===== config.mk =====
export PLATFORM = sky130hd
export DESIGN_NAME = throttle_ctrl
export DESIGN_NICKNAME = d
export VERILOG_FILES = /design/src/rtl/throttle_pkg.sv /design/src/rtl/pb_debounce.sv /design/src/rtl/throttle_ctrl.sv
export SDC_FILE = /design/constraint.sdc
export NUM_CORES = 1
export LEC_CHECK = 0
export ABC_AREA = 1
export ABC_CLOCK_PERIOD_IN_PS = 4000
export BUFFER_PORTS_ARGS = -buffer_cell sky130_fd_sc_hd__buf_2
export CAP_MARGIN = 15
export CORE_MARGIN = 1
export CORE_UTILIZATION = 50
export CTS_BUF_LIST = sky130_fd_sc_hd__clkbuf_16
export DETAILED_ROUTE_END_ITERATION = 16
export MAX_ROUTING_LAYER = met4
export PLACE_DENSITY = 0.66
export SYNTH_ARGS = -nofsm -noshare
export SYNTH_HDL_FRONTEND = slang
export SYNTH_SLANG_ARGS = --single-unit

===== constraint.sdc =====
create_clock -name CLK_50 -period 4 [get_ports CLK_50]
set_clock_uncertainty 0.05 [all_clocks]
set_input_delay 0.6 -clock CLK_50 [delete_from_list [all_inputs] [get_ports CLK_50]]
set_output_delay 0.6 -clock CLK_50 [all_outputs]
set_load 0.01 [all_outputs]

===== src/rtl/throttle_pkg.sv =====
// rtl/throttle_pkg.sv - shared defaults, level/step types and divider half-period helper for throttle_ctrl
package throttle_pkg;

    localparam int DEF_NUM_LEVELS = 8;
    localparam int DEF_LEVEL_W    = 3;
    localparam int DEF_MAX_SHIFT  = 24;

    typedef logic [DEF_LEVEL_W-1:0] level_t;

    // Encoded as {dn, up} so the two debounced pulses map straight onto a command.
    typedef enum logic [1:0] {
        STEP_NONE = 2'b00,
        STEP_UP   = 2'b01,
        STEP_DN   = 2'b10,
        STEP_BOTH = 2'b11
    } step_e;

    function automatic logic [31:0] half_period(input int unsigned max_shift,
                                                input int unsigned level);
        return 32'd1 << (max_shift - level);
    endfunction

endpackage


===== src/rtl/pb_debounce.sv =====
// rtl/pb_debounce.sv - pushbutton sync, debounce and press pulse; autorepeat when THROTTLE_AUTOREPEAT_EN is defined
module pb_debounce
#(
    parameter int DEBOUNCE_CYCLES = 500000,
    parameter int HOLD_CYCLES     = 25000000,
    parameter int REPEAT_CYCLES   = 5000000
) (
    input  logic clk,
    input  logic rst_n,
    input  logic pb_i,
    output logic step_o
);

    localparam int              DB_W    = $clog2(DEBOUNCE_CYCLES + 1);
    localparam logic [DB_W-1:0] DB_LAST = DB_W'(DEBOUNCE_CYCLES - 1);

    logic            sync1_q;
    logic            sync2_q;
    logic            armed_q;
    logic            armed_d;
    logic            accepted_q;
    logic            accepted_d;
    logic            accepted_prev_q;
    logic [DB_W-1:0] db_cnt_q;
    logic [DB_W-1:0] db_cnt_d;
    logic            step_q;
    logic            step_d;
    logic            progress;
    logic            rise;

    always_ff @(posedge clk or negedge rst_n) begin
        if (!rst_n) begin
            sync1_q <= 1'b0;
            sync2_q <= 1'b0;
        end else begin
            sync1_q <= pb_i;
            sync2_q <= sync1_q;
        end
    end

    // Until a stable release is seen after reset the counter qualifies lows only,
    // so a button held through reset never produces a press.
    always_comb begin
        progress   = armed_q ? (sync2_q != accepted_q) : !sync2_q;
        db_cnt_d   = '0;
        accepted_d = accepted_q;
        armed_d    = armed_q;
        if (progress) begin
            if (db_cnt_q == DB_LAST) begin
                if (armed_q) begin
                    accepted_d = sync2_q;
                end else begin
                    armed_d = 1'b1;
                end
            end else begin
                db_cnt_d = db_cnt_q + DB_W'(1);
            end
        end
    end

    assign rise = accepted_q & ~accepted_prev_q;

`ifdef THROTTLE_AUTOREPEAT_EN
    localparam int RP_W = $clog2((HOLD_CYCLES > REPEAT_CYCLES ? HOLD_CYCLES : REPEAT_CYCLES) + 1);

    logic [RP_W-1:0] rp_cnt_q;
    logic [RP_W-1:0] rp_cnt_d;
    logic            repeating_q;
    logic            repeating_d;

    // Counter holds cycles since the last emitted pulse; the first gap is the hold delay.
    always_comb begin
        step_d      = 1'b0;
        rp_cnt_d    = '0;
        repeating_d = 1'b0;
        if (rise) begin
            step_d   = 1'b1;
            rp_cnt_d = RP_W'(1);
        end else if (accepted_q) begin
            repeating_d = repeating_q;
            rp_cnt_d    = rp_cnt_q + RP_W'(1);
            if (rp_cnt_q == (repeating_q ? RP_W'(REPEAT_CYCLES) : RP_W'(HOLD_CYCLES))) begin
                step_d      = 1'b1;
                rp_cnt_d    = RP_W'(1);
                repeating_d = 1'b1;
            end
        end
    end

    always_ff @(posedge clk or negedge rst_n) begin
        if (!rst_n) begin
            rp_cnt_q    <= '0;
            repeating_q <= 1'b0;
        end else begin
            rp_cnt_q    <= rp_cnt_d;
            repeating_q <= repeating_d;
        end
    end
`else
    localparam int unused_repeat_cfg = HOLD_CYCLES + REPEAT_CYCLES;

    always_comb begin
        step_d = rise;
    end
`endif

    always_ff @(posedge clk or negedge rst_n) begin
        if (!rst_n) begin
            armed_q         <= 1'b0;
            accepted_q      <= 1'b0;
            accepted_prev_q <= 1'b0;
            db_cnt_q        <= '0;
            step_q          <= 1'b0;
        end else begin
            armed_q         <= armed_d;
            accepted_q      <= accepted_d;
            accepted_prev_q <= accepted_q;
            db_cnt_q        <= db_cnt_d;
            step_q          <= step_d;
        end
    end

    assign step_o = step_q;

endmodule


===== src/rtl/throttle_ctrl.sv =====
// rtl/throttle_ctrl.sv - button-driven saturating rate level and glitch-free slow clock divider (option: THROTTLE_AUTOREPEAT_EN)
module throttle_ctrl
    import throttle_pkg::*;
#(
    parameter int NUM_LEVELS      = DEF_NUM_LEVELS,
    parameter int LEVEL_W         = DEF_LEVEL_W,
    parameter int MAX_SHIFT       = DEF_MAX_SHIFT,
    parameter int RESET_LEVEL     = 0,
    parameter int DEBOUNCE_CYCLES = 500000,
    parameter int HOLD_CYCLES     = 25000000,
    parameter int REPEAT_CYCLES   = 5000000
) (
    input  logic               CLK_50,
    input  logic               reset,
    input  logic               pb_freq_up,
    input  logic               pb_freq_dn,
    output logic               slow_clk,
    output logic               slow_tick,
    output logic [LEVEL_W-1:0] freq_num,
    output logic               at_max,
    output logic               at_min
);

    localparam int                 CNT_W      = MAX_SHIFT + 1;
    localparam logic [LEVEL_W-1:0] TOP_LEVEL  = LEVEL_W'(NUM_LEVELS - 1);
    localparam logic [LEVEL_W-1:0] INIT_LEVEL = LEVEL_W'(RESET_LEVEL);

    logic               up_step;
    logic               dn_step;
    step_e              step;
    logic [LEVEL_W-1:0] freq_num_q;
    logic [LEVEL_W-1:0] freq_num_d;
    logic [LEVEL_W-1:0] active_level_q;
    logic [LEVEL_W-1:0] active_level_d;
    logic [CNT_W-1:0]   div_cnt_q;
    logic [CNT_W-1:0]   div_cnt_d;
    logic [CNT_W-1:0]   half_m1;
    logic               slow_clk_q;
    logic               slow_clk_d;
    logic               slow_tick_q;
    logic               slow_tick_d;

    pb_debounce #(
        .DEBOUNCE_CYCLES (DEBOUNCE_CYCLES),
        .HOLD_CYCLES     (HOLD_CYCLES),
        .REPEAT_CYCLES   (REPEAT_CYCLES)
    ) u_pb_up (
        .clk    (CLK_50),
        .rst_n  (reset),
        .pb_i   (pb_freq_up),
        .step_o (up_step)
    );

    pb_debounce #(
        .DEBOUNCE_CYCLES (DEBOUNCE_CYCLES),
        .HOLD_CYCLES     (HOLD_CYCLES),
        .REPEAT_CYCLES   (REPEAT_CYCLES)
    ) u_pb_dn (
        .clk    (CLK_50),
        .rst_n  (reset),
        .pb_i   (pb_freq_dn),
        .step_o (dn_step)
    );

    assign step = step_e'({dn_step, up_step});

    always_comb begin
        freq_num_d = freq_num_q;
        case (step)
            STEP_UP: if (freq_num_q != TOP_LEVEL) freq_num_d = freq_num_q + LEVEL_W'(1);
            STEP_DN: if (freq_num_q != '0)        freq_num_d = freq_num_q - LEVEL_W'(1);
            default: freq_num_d = freq_num_q;
        endcase
    end

    assign half_m1 = CNT_W'(half_period(MAX_SHIFT, 32'(active_level_q)) - 32'd1);

    always_comb begin
        div_cnt_d      = div_cnt_q + CNT_W'(1);
        slow_clk_d     = slow_clk_q;
        slow_tick_d    = 1'b0;
        active_level_d = active_level_q;
        if (div_cnt_q == half_m1) begin
            div_cnt_d   = '0;
            slow_clk_d  = ~slow_clk_q;
            slow_tick_d = ~slow_clk_q;
            // New rate takes effect only on a falling edge, so each low/high pair shares one length.
            if (slow_clk_q) active_level_d = freq_num_q;
        end
    end

    always_ff @(posedge CLK_50 or negedge reset) begin
        if (!reset) begin
            freq_num_q     <= INIT_LEVEL;
            active_level_q <= INIT_LEVEL;
            div_cnt_q      <= '0;
            slow_clk_q     <= 1'b0;
            slow_tick_q    <= 1'b0;
        end else begin
            freq_num_q     <= freq_num_d;
            active_level_q <= active_level_d;
            div_cnt_q      <= div_cnt_d;
            slow_clk_q     <= slow_clk_d;
            slow_tick_q    <= slow_tick_d;
        end
    end

    assign slow_clk  = slow_clk_q;
    assign slow_tick = slow_tick_q;
    assign freq_num  = freq_num_q;
    assign at_max    = (freq_num_q == TOP_LEVEL);
    assign at_min    = (freq_num_q == '0);

endmodule


==> results by group <==
Clock tree
  – Maximum root-to-sink buffer count: 2
  – # clock sinks: 83
  – TritonCTS clock tree: yes
  – Root Buffer Master: clkbuf_16
  – Clock slew at reported path FFs: roughly 0.06 ns
  – Post-CTS sizing: 0
  – Post-CTS repair timing setup buffer count: 0
  – TritonCTS buffer count: 9
  – H-Tree Depth: 3
  – Hold Buf Count CTS: 0
  – Worst skew pair latency: 0.33 ns

Timing
  – Max-slew violations: 0
  – Tmin final: between 2 and 2.5 ns
  – Fmax: between 400 and 500 MHz
  – Setup TNS: 0 ns
  – Period utilization: 0.507
  – Setup-failing EPs final: 0
  – Final Hold Fails: 0
  – Slew Limit Headroom: 0.268
  – Min Hold Slack: between 0.2 and 0.3 ns
  – Worst Slack Setup Final: 1.97 ns
  – Least-Margin Pin Slew: about 1.1 ns
  – RSZ-0062 raised after global routing: no

Worst setup path
  – Worst Path Arrival: between 2 and 2.5 ns
  – Startpoint Class: flop
  – Crit Path Max Fanout: 10
  – Reg2Reg Depth: 10
  – CP Capture Type: flop
  – Data required, critical path: 4.17 ns
  – Critical path class: flop to flop

GRT
  – Congestion Overflow GR: 0
  – Most Used Layer, Global Route: met2
  – Antenna violations before repair: 0
  – GRT Total Usage: 0.212
  – Largest net degree at the start of global routing: 84
  – Met1 usage: 0.269
  – Met2 usage: 0.352
  – Vias in the first global route: 3698
  – GR Util met3: 0.0340
  – First-pass GRT wire length: around 16000 um

Status
  – Status: finished clean

Power
  – Max VDD drop: roughly 0.17 mV
  – Overall power: between 1.5 and 2 mW
  – Leak Pwr: between 2 and 2.5 nW
  – Power density over cell area: approximately 340 nW/um2

Detailed routing
  – Drt wl/cell: between 10 and 15 um
  – 1st-pass router iterations: 9
  – Post-DRT Antenna Nets: 0
  – Vias: around 3800
  – Via density: between 5 and 6
  – DRC: 0
  – Initial drt markers: between 100 and 150
  – Routed WL: roughly 9000 um

Final layout
  – Share of post-route cells with drive strength above 1: 0.0984
  – Antenna diodes: 0
  – Commonest non-fill, non-tap cell in the layout: nand2_1
  – Finished Layout Cells: roughly 740
  – Fin nets: 636
  – Most frequent cells in the layout: 131 x nand2_1, 89 x nor2_1, 85 x inv_1
  – Area Overhead vs Synth: 10.2%

Floorplanning
  – Die X: a little under 100 um
  – Die area: just under 10000 um2
  – Total core area: a little under 9000 um2
  – Initial core utilization: 0.527
  – Die Ht: 98.8 um
  – # IOs: 11
  – Rows: 34

Worst hold path
  – Hold depth: 0
  – HP Class: flop to flop

Logic synthesis
  – FFs w/ async S/R, synth: 1.00
  – Number of flops mapped to enable cells by yosys: 0
  – Synthesized instance count: ~610
  – #FFs+latches synth: between 80 and 90
  – Top FF cell, synth: dfrtp_1
  – Synth cell types: 35
  – Warnings from Yosys: 0
  – Syn Nets: 620
  – Seq/Total Area, Yosys: 0.443
  – Post-synthesis instance area: 4690 um2
  – Avg Cell Area, Syn: between 7 and 8 um2

Placement
  – Pre-CTS setup slack: 1.99 ns
  – Placed insts: roughly 720
  – # port buffers: 10
  – Detailed Place HPWL: approximately 6700 um
  – GP Congestion: ~0.9

Job
  – Max cap viols: 0
[final cells by class]
cell class                 count  area, um2
inverter                      91        349
clock buffer                   9        225
fill                         809       3720
tap                          108        135
sequential                    83       2080
multi-input combinational    430       2230
timing repair buffer          10       52.6
clock inverter                 7       92.6
[state kept, by name, summed over array words and instances, names as in the netlist]
name / flops
active_level_q: 3
div_cnt_q: 25
freq_num: 3
slow_clk: 1
slow_tick: 1
u_pb_dn.accepted_prev_q: 1
u_pb_dn.accepted_q: 1
u_pb_dn.armed_q: 1
u_pb_dn.db_cnt_q: 19
u_pb_dn.step_o: 1
u_pb_dn.sync1_q: 1
u_pb_dn.sync2_q: 1
u_pb_up.accepted_prev_q: 1
u_pb_up.accepted_q: 1
u_pb_up.armed_q: 1
u_pb_up.db_cnt_q: 19
u_pb_up.step_o: 1
u_pb_up.sync1_q: 1
u_pb_up.sync2_q: 1
[Yosys cell counts, types with 2 or more instances]
| library cell | count | area [um2] |
|---|---|---|
| dfrtp_1 | 83 | 2080 |
| buf_2 | 2 | 10.0 |
| or2_2 | 2 | 12.5 |
| nor2_2 | 14 | 87.6 |
| inv_2 | 5 | 18.8 |
| nor2_1 | 89 | 334 |
| nand4_1 | 26 | 163 |
| nor3b_1 | 3 | 22.5 |
| o21ai_1 | 2 | 10.0 |
| ha_1 | 6 | 75.1 |
| xnor2_1 | 7 | 61.3 |
| nor2_4 | 6 | 67.6 |
| nand3_2 | 4 | 40.0 |
| nand2_1 | 131 | 492 |
| nor4_1 | 5 | 31.3 |
| nand3_1 | 47 | 235 |
| nand2_2 | 2 | 12.5 |
| xor2_1 | 27 | 236 |
| a21oi_1 | 10 | 50.1 |
| buf_4 | 2 | 15.0 |
| nand2_4 | 2 | 22.5 |
| nor3_1 | 26 | 130 |
| a211oi_1 | 2 | 15.0 |
| nand3b_1 | 2 | 15.0 |
| o21ai_0 | 10 | 50.1 |
| inv_1 | 85 | 319 |
[per-stage QoR]
stage,util,area [um2]
2_1_floorplan,-,4690
3_3_place_gp,0.545,4850
3_5_place_dp,0.545,4850
4_1_cts,0.581,5170
5_1_grt,0.581,5170
6_report,0.581,5170
[final timing paths]
check                             startpoint              endpoint  slack (ns)
min in group asynchronous              reset     active_level_q[1]        0.39
setup reg to reg           active_level_q[2]         div_cnt_q[15]        1.97
hold / removal               u_pb_dn.sync1_q       u_pb_dn.sync2_q        0.30
max in group asynchronous              reset  u_pb_dn.db_cnt_q[14]        2.85
hold reg to reg              u_pb_dn.sync1_q       u_pb_dn.sync2_q        0.30
setup / recovery           active_level_q[2]         div_cnt_q[15]        1.97
[kinds of logic (layout without fill, tap and decap cells)]
family | count (synthesis) | count (layout) | share of synthesized area
other | 1 | 1 | 0.000800
AND/OR/NAND/NOR | 362 | 362 | 0.362
XOR/XNOR | 34 | 34 | 0.0635
flip-flops | 83 | 83 | 0.443
buffers and inverters | 96 | 117 | 0.0806
adder cells (fa/ha/maj) | 7 | 7 | 0.0203
AO/OA/AOI/OAI | 26 | 26 | 0.0296
[report_power, final]
part | switching [mW] | internal, mW
clock network | 0.336 | 0.545
registers | 0.00491 | 0.846
logic | 0.0318 | 0.00859
total | 0.373 | 1.40
[critical path, stage by stage (launching register included)]
cell and delay [ns]:
dfrtp_1 0.56, nand3_1 0.13, ha_1 0.30, or2_2 0.12
nand2_1 0.05, nor2_1 0.11, nand3_1 0.13, nor2_4 0.19
nand2_4 0.11, inv_8 0.12, nor2_2 0.05
[metal layers]
layer  wire length [um]  vias to the layer above  part of all wire
li1                   -                     1971                 -
met1               4430                     1768              0.48
met2               4360                       65              0.47
met3                252                       12             0.027
met4                135                        0             0.015
met5                  0                        -                 0
Power figures use the tool's default switching activity.
